`src/rtl/serial_mult_ctrl.sv`:
```
// Serial-load, radix-2 shift-add multiplier controller with valid/ready result port.
// Define SERIAL_MULT_LSB_FIRST_EN to receive operands LSB first (default MSB first).
module serial_mult_ctrl #(
  parameter int WIDTH = 16
) (
  input  logic               clk,
  input  logic               rst,
  input  logic               abort,
  input  logic               sin_valid,
  input  logic               sin_data,
  output logic               sin_ready,
  output logic               prod_valid,
  input  logic               prod_ready,
  output logic [2*WIDTH-1:0] prod,
  output logic               busy
);

  localparam int CW = $clog2(WIDTH + 1);

  typedef enum logic [2:0] {
    IDLE   = 3'd0,
    LOAD_A = 3'd1,
    LOAD_B = 3'd2,
    MULT   = 3'd3,
    DONE   = 3'd4
  } state_t;

  state_t             state_reg, state_next;
  logic [CW-1:0]      count_reg, count_next;
  logic [WIDTH-1:0]   a_reg, a_next;
  logic [WIDTH-1:0]   b_reg, b_next;
  logic [2*WIDTH-1:0] p_reg, p_next;

  logic [WIDTH-1:0]   a_shift, b_shift;
  logic [WIDTH:0]     step_sum;
  logic               accept;
  logic               last_count;

  // Operand shift paths: the incoming bit enters the LSB (MSB-first stream)
  // or the MSB (LSB-first stream).
  genvar gi;
  generate
    for (gi = 0; gi < WIDTH - 1; gi++) begin : g_shift
`ifdef SERIAL_MULT_LSB_FIRST_EN
      assign a_shift[gi] = a_reg[gi+1];
      assign b_shift[gi] = b_reg[gi+1];
`else
      assign a_shift[gi+1] = a_reg[gi];
      assign b_shift[gi+1] = b_reg[gi];
`endif
    end
  endgenerate

`ifdef SERIAL_MULT_LSB_FIRST_EN
  assign a_shift[WIDTH-1] = sin_data;
  assign b_shift[WIDTH-1] = sin_data;
`else
  assign a_shift[0] = sin_data;
  assign b_shift[0] = sin_data;
`endif

  assign sin_ready  = (state_reg == IDLE) || (state_reg == LOAD_A) || (state_reg == LOAD_B);
  assign busy       = (state_reg != IDLE);
  assign prod_valid = (state_reg == DONE);
  assign prod       = p_reg;

  assign accept     = sin_valid && sin_ready;
  assign last_count = (count_reg == CW'(WIDTH - 1));
  assign step_sum   = {1'b0, p_reg[2*WIDTH-1:WIDTH]} + {1'b0, a_reg};

  always_comb begin
    state_next = state_reg;
    count_next = count_reg;
    a_next     = a_reg;
    b_next     = b_reg;
    p_next     = p_reg;
    if (abort) begin
      state_next = IDLE;
      count_next = '0;
    end else begin
      case (state_reg)
        IDLE: begin
          if (accept) begin
            a_next     = a_shift;
            count_next = CW'(1);
            state_next = LOAD_A;
          end
        end
        LOAD_A: begin
          if (accept) begin
            a_next = a_shift;
            if (last_count) begin
              count_next = '0;
              state_next = LOAD_B;
            end else begin
              count_next = count_reg + CW'(1);
            end
          end
        end
        LOAD_B: begin
          if (accept) begin
            b_next = b_shift;
            if (last_count) begin
              count_next = '0;
              p_next     = {{WIDTH{1'b0}}, b_shift};
              state_next = MULT;
            end else begin
              count_next = count_reg + CW'(1);
            end
          end
        end
        MULT: begin
          // Carry out of the partial-sum add re-enters at the MSB on the shift.
          if (p_reg[0]) begin
            p_next = {step_sum, p_reg[WIDTH-1:1]};
          end else begin
            p_next = {1'b0, p_reg[2*WIDTH-1:1]};
          end
          if (last_count) begin
            count_next = '0;
            state_next = DONE;
          end else begin
            count_next = count_reg + CW'(1);
          end
        end
        DONE: begin
          if (prod_ready) begin
            state_next = IDLE;
          end
        end
        default: begin
          state_next = IDLE;
          count_next = '0;
        end
      endcase
    end
  end

  always_ff @(posedge clk or negedge rst) begin
    if (!rst) begin
      state_reg <= IDLE;
      count_reg <= '0;
      a_reg     <= '0;
      b_reg     <= '0;
      p_reg     <= '0;
    end else begin
      state_reg <= state_next;
      count_reg <= count_next;
      a_reg     <= a_next;
      b_reg     <= b_next;
      p_reg     <= p_next;
    end
  end

endmodule
```
`config.mk`:
```
export PLATFORM = sky130hd
export DESIGN_NAME = serial_mult_ctrl
export DESIGN_NICKNAME = d
export VERILOG_FILES = /design/src/rtl/serial_mult_ctrl.sv
export SDC_FILE = /design/constraint.sdc
export NUM_CORES = 1
export LEC_CHECK = 0
export BUFFER_PORTS_ARGS = -buffer_cell sky130_fd_sc_hd__buf_4
export CORE_MARGIN = 5
export CORE_UTILIZATION = 30
export CTS_BUF_LIST = sky130_fd_sc_hd__clkbuf_8
export CTS_CLUSTER_DIAMETER = 100
export CTS_CLUSTER_SIZE = 10
export DETAILED_ROUTE_END_ITERATION = 12
export HOLD_SLACK_MARGIN = 0.1
export PLACE_DENSITY = 0.43
export SLEW_MARGIN = 0
export SYNTH_ARGS = -nofsm -noshare
export SYNTH_HDL_FRONTEND = slang
export SYNTH_SLANG_ARGS = --single-unit
export TNS_END_PERCENT = 100
```
`constraint.sdc`:
```
create_clock -name clk -period 4.9 [get_ports clk]
set_input_delay 0.735 -clock clk [delete_from_list [all_inputs] [get_ports clk]]
set_output_delay 0.735 -clock clk [all_outputs]
set_load 0.1 [all_outputs]
```
==> metrics.txt <==
Clock Latency Late Sink=370 ps; Setup TNS Final=0 ps; Worst Setup Slack, final=2500 ps; Post-synth ARST share=100%; Worst setup SP type=register; layout cells sized above 1=24.4%; Max Fclk=0.416 GHz; yosys warns=0; Synth Register Bits=71; Post CTS Setup Buffer Count=0; aggregate global routing overflow=0; final hold viol count=0; initial antenna violation count=0; crit path max fanout=19; min-delay worst type=in2async; worst-case clock buffer depth=2; largest net degree at the start of global routing=72; worst vdd ir=0.000357 V; sequential area share after synthesis=46.8%; hold buffer count at CTS=0; Post-synth top flop=dfrtp_1; number of global-route vias before repair=2875; Static Leak=2.01 nW; DRC=0; TritonRoute pass-1 iters=5; CTS buffer count=9; synth-to-layout area growth=16.5%; Netlist cell types=52; Final HPWL DP=6240 um; CP Cell Sequence=nand3b_4 > inv_2 > nand3_1 > or4b_1 > nand3_1; setup slack on the worst flop-to-flop path=2500 ps; CP max stage cell=or4b_1; core area=12500 um^2; Setup Viol. Count Final=0; Tmin final=2400 ps; # clock sinks=71; Die ar.=15000 um^2; initial core utilization=30.3%; vias=2833; CP most frequent cell=nand3_1; IO Pins=41; final worst path period share=49.1%; n_diodes=0; fin nets=433; worst path bufs/invs=1; Place WS=2410 ps; row cnt=41; crit-path leading delay family=simple AND/OR/NAND/NOR gates; Mapped Cells=373; Post-Syn Area=3790 um^2; Worst Tran Pin Value=1120 ps; Cell Pwr Density=706 nW/um^2; Slew headroom=25.3%; Layout Skew=9.07 ps; antenna-violating nets left=0; cells on worst reg2reg path=5; cts repair resizes=0; status=complete, no violations; Worst Setup Path Type=reg2reg; syn nets=397; Req. time, crit path=5200 ps; Chip Width=122 um; clock root cell=clkbuf_8; CTS tree=built; Critical R2R Launch=state_reg[0]; max incr delay on CP=640 ps; DRT iter0 DRCs=149; vias per cell=4.83; Final GP Congestion=0.813; RSZ-0062 raised after global routing=no; syn avg cell area=10.2 um^2; Setup crit end kind=register; EDFF count, synth=0; CTS H-tree lvls=3; WL/cell=15.1 um; Total GRT Usage=12.9%; I/O Buffers=40; Clock Pin Slew Worst Setup and Hold Paths=90 ps; post-layout util=35.3%; maxcap violations=0; drt total wl=8850 um; Worst EP arrival=2700 ps; RR Endpoint=prod[25]; Slew Viols, Final=0; die extent in y=122 um; number of flip-flops in the largest register=32; first-pass GRT wire length=15000 um
## worst max-delay path by stage
stage                         endpoint  cells past startpoint  slack, ps    startpoint
after floorplan           count_reg[3]                      7       1810  state_reg[0]
after global placement         prod[3]                      5       2450         abort
after detailed placement       prod[3]                      5       2410         abort
after CTS                     prod[25]                      5       2440  state_reg[0]
after global routing          prod[25]                      5       2280  state_reg[0]
final                         prod[25]                      5       2500  state_reg[0]
## metrics by stage
| step | total power [mW] | instances | cell area [um^2] | hold WS, ps |
|---|---|---|---|---|
| 2_1_floorplan | 2.32 | 373 | 3790 | 439 |
| 3_3_place_gp | 2.69 | 570 | 4230 | 472 |
| 4_1_cts | 3.17 | 586 | 4420 | 502 |
| 3_5_place_dp | 2.69 | 570 | 4230 | 482 |
| 5_1_grt | 3.33 | 586 | 4420 | 516 |
| 6_report | 3.12 | 586 | 4420 | 490 |
## synthesized netlist by cell type (all sizes together) (2+ instances only)
master   n  area [um^2]
nor2    32          120
ha      17          213
xor2     3         26.3
nand2   57          216
a22oi    7         52.6
inv      7         26.3
a211oi   4         35.0
o21bai   4         30.0
o21ai   27          139
or3      2         12.5
a21oi   21          113
o211ai   3         22.5
or4b     2         20.0
nor3     2         10.0
or2      3         18.8
a31oi   15         93.8
dfrtp   71         1780
o31ai    2         15.0
mux2    31          349
mux2i    6         60.1
clkbuf   7         26.3
a21o     4         30.0
a221oi   2         17.5
nor3b    2         15.0
buf      8         56.3
and2     2         12.5
nand3    7         35.0
xnor2   10         87.6
## area by class of cell
| type | instances | area (um^2) |
|---|---|---|
| Sequential cell | 71 | 1780 |
| Clock buffer | 10 | 138 |
| Fill cell | 1291 | 8100 |
| Timing Repair Buffer | 40 | 300 |
| Inverter | 7 | 26.3 |
| Tap cell | 172 | 215 |
| Multi-Input combinational cell | 280 | 1910 |
| Clock inverter | 6 | 52.6 |
## cells in the final DEF (no fill, tap or decap), types with 6 or more instances in the layout
cell      count
dfrtp_1      71
clkbuf_8     10
a31oi_1      15
a21oi_1      19
nor2_1       31
mux2_2       31
buf_4        40
mux2i_1       6
o21ai_0      23
inv_1         6
nand2_1      56
a22oi_1       7
xnor2_1      10
nand3_1       7
ha_1         17
## layer usage
layer	share of wire (%)	routed length, um	GRT usage (%)	vias to the layer above
li1	-	-	-	1414
met1	49	4320	17.4	1364
met2	45	4010	19.4	47
met3	4.1	362	3.73	8
met4	1.7	148	5.04	0
met5	0	0	0	-
## report_power, final
part / switching, mW / total (mW) / internal [mW] / leakage, nW
sequential: 0.200 / 0.965 / 0.765 / 0.930
combinational: 1.22 / 1.69 / 0.473 / 0.984
clock: 0.258 / 0.463 / 0.205 / 0.0914
## cell families (layout without fill, tap and decap cells)
kind of cell,after synthesis,after routing,synth area share (%)
adders and majority gates,18,18,6.13
AOI/OAI and AO/OA,98,98,17.0
xor gates and xnor gates,13,13,3.00
buffers and inverters,22,63,2.87
muxes,37,37,10.8
and+or+nand+nor,114,114,13.4
DFF,71,71,46.8
(Power assumes the default switching activity.)
